**config.mk**
```make
export PLATFORM = sky130hd
export DESIGN_NAME = prog_timer_bus_regs_flat
export DESIGN_NICKNAME = d
export VERILOG_FILES = /design/src/rtl/prog_timer_bus_regs_if.sv /design/src/rtl/prog_timer_bus_regs.sv /design/src/flat_wrapper.sv
export SDC_FILE = /design/constraint.sdc
export NUM_CORES = 1
export LEC_CHECK = 0
export ABC_AREA = 1
export BUFFER_PORTS_ARGS = -buffer_cell sky130_fd_sc_hd__buf_4
export CORE_AREA = 2 2 55 57
export CTS_CLUSTER_SIZE = 8
export DETAILED_ROUTE_END_ITERATION = 10
export DIE_AREA = 0 0 57 59
export GPL_ROUTABILITY_DRIVEN = 0
export HOLD_SLACK_MARGIN = 0.1
export MAX_ROUTING_LAYER = met4
export PLACE_DENSITY = 0.77
export SKIP_LAST_GASP = 1
export SLEW_MARGIN = 10
export SYNTH_ARGS = -nofsm -noshare
export SYNTH_HDL_FRONTEND = slang
export SYNTH_SLANG_ARGS = --single-unit
export TNS_END_PERCENT = 1
```
**constraint.sdc**
```tcl
create_clock -name clk -period 1.4 [get_ports clk]
set_input_delay 0.28 -clock clk [delete_from_list [all_inputs] [get_ports clk]]
set_output_delay 0.28 -clock clk [all_outputs]
set_load 0.05 [all_outputs]
```
**src/rtl/prog_timer_bus_regs_if.sv**
```systemverilog
// CPU bus bundle between the CPU and the timer register front end.
// The CPU drives address, strobes and write data; the register block
// answers with a registered read nibble and a one-cycle valid.
interface prog_timer_bus_regs_if;
    logic [11:0] bus_addr;
    logic        bus_write_en;
    logic [3:0]  bus_write_data;
    logic        bus_read_en;
    logic [3:0]  bus_read_data;
    logic        bus_read_valid;

    modport master (
        output bus_addr,
        output bus_write_en,
        output bus_write_data,
        output bus_read_en,
        input  bus_read_data,
        input  bus_read_valid
    );

    modport slave (
        input  bus_addr,
        input  bus_write_en,
        input  bus_write_data,
        input  bus_read_en,
        output bus_read_data,
        output bus_read_valid
    );
endinterface

```
**src/rtl/prog_timer_bus_regs.sv**
```systemverilog
// Register front end for the programmable timer.
// Decodes CPU nibble accesses into timer control (run, reload pulse, clock
// select, reload value), returns timer status with a coherent two-nibble
// count read and a clear-on-read factor flag, and registers the masked
// interrupt request.
module prog_timer_bus_regs #(
    parameter logic [11:0] ADDR_DATA_LO   = 12'hF24,
    parameter logic [11:0] ADDR_DATA_HI   = 12'hF25,
    parameter logic [11:0] ADDR_RELOAD_LO = 12'hF26,
    parameter logic [11:0] ADDR_RELOAD_HI = 12'hF27,
    parameter logic [11:0] ADDR_CTRL      = 12'hF78,
    parameter logic [11:0] ADDR_CLKSEL    = 12'hF79,
    parameter logic [11:0] ADDR_FACTOR    = 12'hF02,
    parameter logic [11:0] ADDR_MASK      = 12'hF12
) (
    input  logic                  clk,
    input  logic                  reset_n,
    prog_timer_bus_regs_if.slave  bus,
    output logic                  timer_enable,
    output logic                  timer_reset,
    output logic [2:0]            timer_clock_selection,
    output logic [7:0]            timer_counter_reload,
    output logic                  timer_reset_factor,
    input  logic                  timer_factor_flags,
    input  logic [7:0]            timer_downcounter,
    output logic                  interrupt_req
);

    logic [3:0] hi_latch;
    logic       mask;
    logic [3:0] read_next;

    // Read mux built from current register state, so a read that coincides
    // with a write to the same address returns the pre-write value.
    always_comb begin
        read_next = 4'h0;
        case (bus.bus_addr)
            ADDR_DATA_LO:   read_next = timer_downcounter[3:0];
            ADDR_DATA_HI:   read_next = hi_latch;
            ADDR_RELOAD_LO: read_next = timer_counter_reload[3:0];
            ADDR_RELOAD_HI: read_next = timer_counter_reload[7:4];
            ADDR_CTRL:      read_next = {3'b000, timer_enable};
            ADDR_CLKSEL:    read_next = {1'b0, timer_clock_selection};
            ADDR_FACTOR:    read_next = {3'b000, timer_factor_flags};
            ADDR_MASK:      read_next = {3'b000, mask};
            default:        read_next = 4'h0;
        endcase
    end

    // Register state, bus responses, one-cycle pulses and the interrupt.
    always_ff @(posedge clk) begin
        if (!reset_n) begin
            timer_enable          <= 1'b0;
            timer_reset           <= 1'b0;
            timer_clock_selection <= 3'b000;
            timer_counter_reload  <= 8'h00;
            timer_reset_factor    <= 1'b0;
            interrupt_req         <= 1'b0;
            hi_latch              <= 4'h0;
            mask                  <= 1'b0;
            bus.bus_read_data     <= 4'h0;
            bus.bus_read_valid    <= 1'b0;
        end else begin
            timer_reset        <= 1'b0;
            timer_reset_factor <= 1'b0;
            bus.bus_read_valid <= 1'b0;
            interrupt_req      <= timer_factor_flags & mask;

            if (bus.bus_read_en) begin
                bus.bus_read_data  <= read_next;
                bus.bus_read_valid <= 1'b1;
                // Capturing the upper nibble with the lower one keeps a
                // LO-then-HI read pair coherent while the timer counts.
                if (bus.bus_addr == ADDR_DATA_LO)
                    hi_latch <= timer_downcounter[7:4];
                // Only clear a flag the CPU actually saw as set.
                if (bus.bus_addr == ADDR_FACTOR && timer_factor_flags)
                    timer_reset_factor <= 1'b1;
            end

            if (bus.bus_write_en) begin
                case (bus.bus_addr)
                    ADDR_RELOAD_LO: timer_counter_reload[3:0] <= bus.bus_write_data;
                    ADDR_RELOAD_HI: timer_counter_reload[7:4] <= bus.bus_write_data;
                    ADDR_CTRL: begin
                        timer_enable <= bus.bus_write_data[0];
                        if (bus.bus_write_data[1])
                            timer_reset <= 1'b1;
                    end
                    ADDR_CLKSEL:    timer_clock_selection <= bus.bus_write_data[2:0];
                    ADDR_MASK:      mask <= bus.bus_write_data[0];
                    default: ;
                endcase
            end
        end
    end

endmodule

```
**src/flat_wrapper.sv**
```systemverilog
// flat-port wrapper written by rule: the top's interface ports become plain ports
module prog_timer_bus_regs_flat 
#(
    parameter logic [11:0] ADDR_DATA_LO   = 12'hF24,
    parameter logic [11:0] ADDR_DATA_HI   = 12'hF25,
    parameter logic [11:0] ADDR_RELOAD_LO = 12'hF26,
    parameter logic [11:0] ADDR_RELOAD_HI = 12'hF27,
    parameter logic [11:0] ADDR_CTRL      = 12'hF78,
    parameter logic [11:0] ADDR_CLKSEL    = 12'hF79,
    parameter logic [11:0] ADDR_FACTOR    = 12'hF02,
    parameter logic [11:0] ADDR_MASK      = 12'hF12
)
  (clk, reset_n, timer_enable, timer_reset, timer_clock_selection, timer_counter_reload, timer_reset_factor, timer_factor_flags, timer_downcounter, interrupt_req, bus_bus_addr, bus_bus_write_en, bus_bus_write_data, bus_bus_read_en, bus_bus_read_data, bus_bus_read_valid);
  prog_timer_bus_regs_if bus_i ();
  input  logic clk;
  input  logic reset_n;
  output logic timer_enable;
  output logic timer_reset;
  output logic [2:0] timer_clock_selection;
  output logic [7:0] timer_counter_reload;
  output logic timer_reset_factor;
  input  logic timer_factor_flags;
  input  logic [7:0] timer_downcounter;
  output logic interrupt_req;
  input wire logic [$bits(bus_i.bus_addr)-1:0] bus_bus_addr;
  input wire logic [$bits(bus_i.bus_write_en)-1:0] bus_bus_write_en;
  input wire logic [$bits(bus_i.bus_write_data)-1:0] bus_bus_write_data;
  input wire logic [$bits(bus_i.bus_read_en)-1:0] bus_bus_read_en;
  output wire logic [$bits(bus_i.bus_read_data)-1:0] bus_bus_read_data;
  output wire logic [$bits(bus_i.bus_read_valid)-1:0] bus_bus_read_valid;
  assign bus_i.bus_addr = bus_bus_addr;
  assign bus_i.bus_write_en = bus_bus_write_en;
  assign bus_i.bus_write_data = bus_bus_write_data;
  assign bus_i.bus_read_en = bus_bus_read_en;
  assign bus_bus_read_data = bus_i.bus_read_data;
  assign bus_bus_read_valid = bus_i.bus_read_valid;
  prog_timer_bus_regs #(.ADDR_DATA_LO(ADDR_DATA_LO), .ADDR_DATA_HI(ADDR_DATA_HI), .ADDR_RELOAD_LO(ADDR_RELOAD_LO), .ADDR_RELOAD_HI(ADDR_RELOAD_HI), .ADDR_CTRL(ADDR_CTRL), .ADDR_CLKSEL(ADDR_CLKSEL), .ADDR_FACTOR(ADDR_FACTOR), .ADDR_MASK(ADDR_MASK)) u_core (.clk(clk), .reset_n(reset_n), .bus(bus_i), .timer_enable(timer_enable), .timer_reset(timer_reset), .timer_clock_selection(timer_clock_selection), .timer_counter_reload(timer_counter_reload), .timer_reset_factor(timer_reset_factor), .timer_factor_flags(timer_factor_flags), .timer_downcounter(timer_downcounter), .interrupt_req(interrupt_req));
endmodule
```
======== After elaboration in Yosys (flattened, before gate mapping) ========
Index checks and enable logic that the tools add are counted.
word-level totals
  register bits ........................... 25
  input bits .............................. 29
  output and inout port bits .............. 20
  word-level logic and storage cells ...... 33
operators by class
  equal/unequal tests ..................... 8
  muxes and demuxes ....................... 4
  bitwise gates (word level) .............. 1
  reduce and logical (&&, ||, !) cells .... 9
operators by type and width
  operator              number
  $eq 12x12->1 const B  8
  $pmux 4 s8            1
  $reduce_and 2->1      7
  $mux 1                3
  $reduce_and 3->1      1
  $and 1x1->1           1
  $logic_and 1x1->1     1

======== Longest topological paths before layout ========
  depth after elaboration ................. 3
  depth in mapped cells ................... 10
  depth with buffers taken out ............ 10

======== Worst setup path after synthesis ========
OpenSTA, ideal clock, no wires.
  path type ............................... input port to flip-flop
  start ................................... input port bus_bus_addr[9]
  end ..................................... register u_core.bus.bus_read_data[2]
  library setup time ...................... 0.070 ns
  arrival ................................. 1.155 ns
  required time ........................... 1.330 ns
  slack ................................... 0.175 ns
  stages on the path ...................... 9
  path buffers ............................ 1
  cell sequence ........................... nand2_1 > nor2_4 > buf_2 > nand4_1 > nand2_1 > nor2_1 > nand2_1 > nand2_1 > a21oi_1
between the ends
  longest elaborated chain between the ends .. 2
  elaborated cells on any way between the ends .. 9
  classes of those cells .................. eq/ne: 8; mux: 1
ends and longest elaborated chain
  what                  RTL line                      text
  from (decl)           flat_wrapper.sv:25            input wire logic [$bits(bus_i.bus_addr)-1:0] bus_bus_addr;
  $eq 12x12->1          prog_timer_bus_regs.sv:37     case (bus.bus_addr)
  $pmux 4 s8 *          prog_timer_bus_regs.sv:37
  to (signal assigned)  prog_timer_bus_regs.sv:70     bus.bus_read_data <= read_next;
  to (decl)             prog_timer_bus_regs_if.sv:26  output bus_read_data,
Every way passes the cells marked *; elsewhere a longest branch is shown, timed or not.
A chain may end at the register's enable or synchronous reset.

======== Worst setup path in the final report ========
  start ................................... register u_core.timer_counter_reload[4]
  end ..................................... output port timer_counter_reload[4]
RTL lines
  what                    RTL line                   text
  from (decl)             prog_timer_bus_regs.sv:22  output logic [7:0] timer_counter_reload,
  from (signal assigned)  prog_timer_bus_regs.sv:84  ADDR_RELOAD_HI: timer_counter_reload[7:4] <= bus.bus_write_data;
  to (decl)               flat_wrapper.sv:20         output logic [7:0] timer_counter_reload;
No word-level cell between the ends.

==> impl_metrics.yaml <==
yosys:
  ys_seq_area_share_pct: 38.68
  syn_area_mm2: 0.001294
  yosys_warnings: 0
  synth_seq_cells: 25
  synth.area.mux_share_pct: 0
  synth_xor_area_share_pct: 0
  synth_compound_area_share_pct: 13.54
  avgSynthCellArea_um2: 6.774
  synthCells: 191
  synth_top_family_by_area: "simple AND/OR/NAND/NOR gates"
  synth_cell_type_count: 19
  syn-num-nets: 220
  synth_fa_ha_area_share_pct: 0
  synth-simple-area-share_pct: 39.75
sta:
  setup_viol: 0
  finClkSkew_ps: 6.471
  worst_slew_pin_slew_ps: 291.4
  tns_ps: 0
  relSlewSlack_pct: 80.50
  fin_crit_ps: 1230
  slew_viol_final: 0
  rsz0062_at_grt: "no"
  finalCritPeriodShare_pct: 87.88
  finalHoldViolCount: 0
  fmax_mhz: 812.8
  setup_ws_ps: 169.6
setup_path:
  crit_type: "reg -> out"
  start_kind: "register"
  arrival_ps: 950
  crit_fanout: 3
  crit_buf_inv: 1
  cpMaxStageDelayCell: "dfxtp_1"
  rrSetupSlack_ps: 460
  r2r_cells: 6
  end_kind: "primary output"
  crit_family: "flip-flops"
  cp.depth: 1
  cp_cell_sequence: "buf_4"
  required_ps: 1120
  critical_path.max_stage_delay_ps: 400
finish:
  antenna-diode-count: 0
  syn_to_final_growth_pct: 37.33
  layout_commonest_cell: "buf_4"
  final_cell_mix: "buf_4 (57), nand2_1 (42), nor2_1 (29), dfxtp_1 (25), inv_1 (22)"
  final_nets: 279
  fill_cells: 263
  fin_area_mm2: 0.001777
  drive_above_1_share_pct: 28.92
  fin_cells: 280
route:
  drt_pass1_iterations: 4
  vias: 1432
  finalWirelength_mm: 3.336
  antenna_left: 0
  drc: 0
  viasPerCell: 5.114
  wire_per_inst_um: 11.91
  drt_iter0_drc: 42
status:
  status: "completed"
grt:
  globalRouteOverflowTotal: 0
  antenna_found_initial: 0
  grt.total_usage_pct: 21.47
  grt_pass1_wl_mm: 5.485
  grt_pass1_vias: 1264
  grt_max_degree: 20
power_and_ir_drop:
  p_per_area_mw_per_mm2: 692.4
  power_leakage_nw: 0.8727
  ir_drop_uv: 686.1
clocking:
  clockRootBuffer: "clkbuf_4"
  numCtsBuffers: 3
  insertion_delay_ps: 330
  clk_path_buf_depth: 2
  cts_sinks: 25
  cts.reportedPaths.clkPinSlew_ps: 150
  tritoncts: "yes"
  postCtsSetupBuffers: 0
  htreeDepth: 1
  cts_resized: 0
  postCtsHoldBufs: 0
floorplan:
  die_x_um: 57
  io_pins: 49
  core-area_mm2: 0.002710
  start_util_pct: 47.74
  die_height_um: 59
  num_rows: 19
  die_area_mm2: 0.003363
place:
  place_inst: 276
  numPortBuffers: 48
  placed_area_mm2: 0.001747
  hpwl_mm: 2.697
  preCtsSetupSlack_ps: -59.68
job:
  drv_cap: 0
worst_hold_path:
  min_path_cells: 3
  hp-class: "in -> reg"
[cell families after synthesis]
group	Yosys count
and+or+nand+nor	104
AOI/OAI and AO/OA	35
buffers and inverters	27
DFF	25
[sequential cells by signal, indices dropped and copies added, names as in the netlist]
| signal | count |
|---|---|
| u_core.hi_latch | 4 |
| u_core.timer_reset_factor | 1 |
| u_core.timer_reset | 1 |
| u_core.bus.bus_read_valid | 1 |
| u_core.timer_clock_selection | 3 |
| u_core.mask | 1 |
| u_core.interrupt_req | 1 |
| u_core.timer_counter_reload | 8 |
| u_core.timer_enable | 1 |
| u_core.bus.bus_read_data | 4 |
[cells in the mapped netlist]
library cell	number	area (um^2)
nand2_1	42	157.7
nor2_1	29	108.9
dfxtp_1	25	500.5
inv_1	22	82.58
a21oi_1	17	85.08
nand4_1	13	81.33
o21ai_0	10	50.05
nand3_1	9	45.04
o21ai_1	8	40.04
nor2_4	3	33.78
inv_2	2	7.510
nand2_4	2	22.52
nor3_1	2	10.01
nor4_4	2	42.54
buf_1	1	3.750
buf_2	1	5.000
clkbuf_2	1	5.000
nand2_2	1	6.260
nor2_2	1	6.260
[metrics by stage]
| stage | util, % | power, mW | hold WS [ps] |
|---|---|---|---|
| finish | 65.56 | 1.230 | 182.2 |
| global route | 65.56 | 1.281 | 173.1 |
| CTS | 65.56 | 1.236 | 180.3 |
| detailed placement | 64.45 | 0.9026 | 449.0 |
| global placement | 64.45 | 0.9004 | 443.6 |
| floorplan | - | 0.8047 | 392.1 |
[worst paths after layout]
check | to | from
max | timer_counter_reload[4] | u_core.timer_counter_reload[4]$_SDFFE_PN0P_
min | u_core.interrupt_req$_SDFF_PN0_ | timer_factor_flags
max reg2reg | u_core.bus.bus_read_data[0]$_SDFFE_PN0P_ | u_core.timer_counter_reload[4]$_SDFFE_PN0P_
min reg2reg | u_core.interrupt_req$_SDFF_PN0_ | u_core.mask$_SDFFE_PN0P_
[per-layer routing]
metal  vias up  GRT usage [%]  routed length (um)
met5         -              -                   0
met4         0          6.645                  39
met3         4          2.838                 170
met2        40          37.44                1648
met1       642          25.92                1477
li1        746              -                   -
[power breakdown]
part	internal (mW)	leakage, nW	switching, mW
registers	0.713	0.202	0.000388
logic	0.0779	0.657	0.0955
clock network	0.110	0.0139	0.234
[cell type report]
class,instances,area [um^2],area share (%)
repair buffers,57,427.9,24.08
clock buffers,3,22.52,1.268
clock inverters,1,7.507,0.4225
flip-flops and latches,25,500.5,28.17
inverters,24,90.09,5.070
multi-input cells,139,689.4,38.80
well taps,31,38.79,2.183
Power figures use the tool's default switching activity.
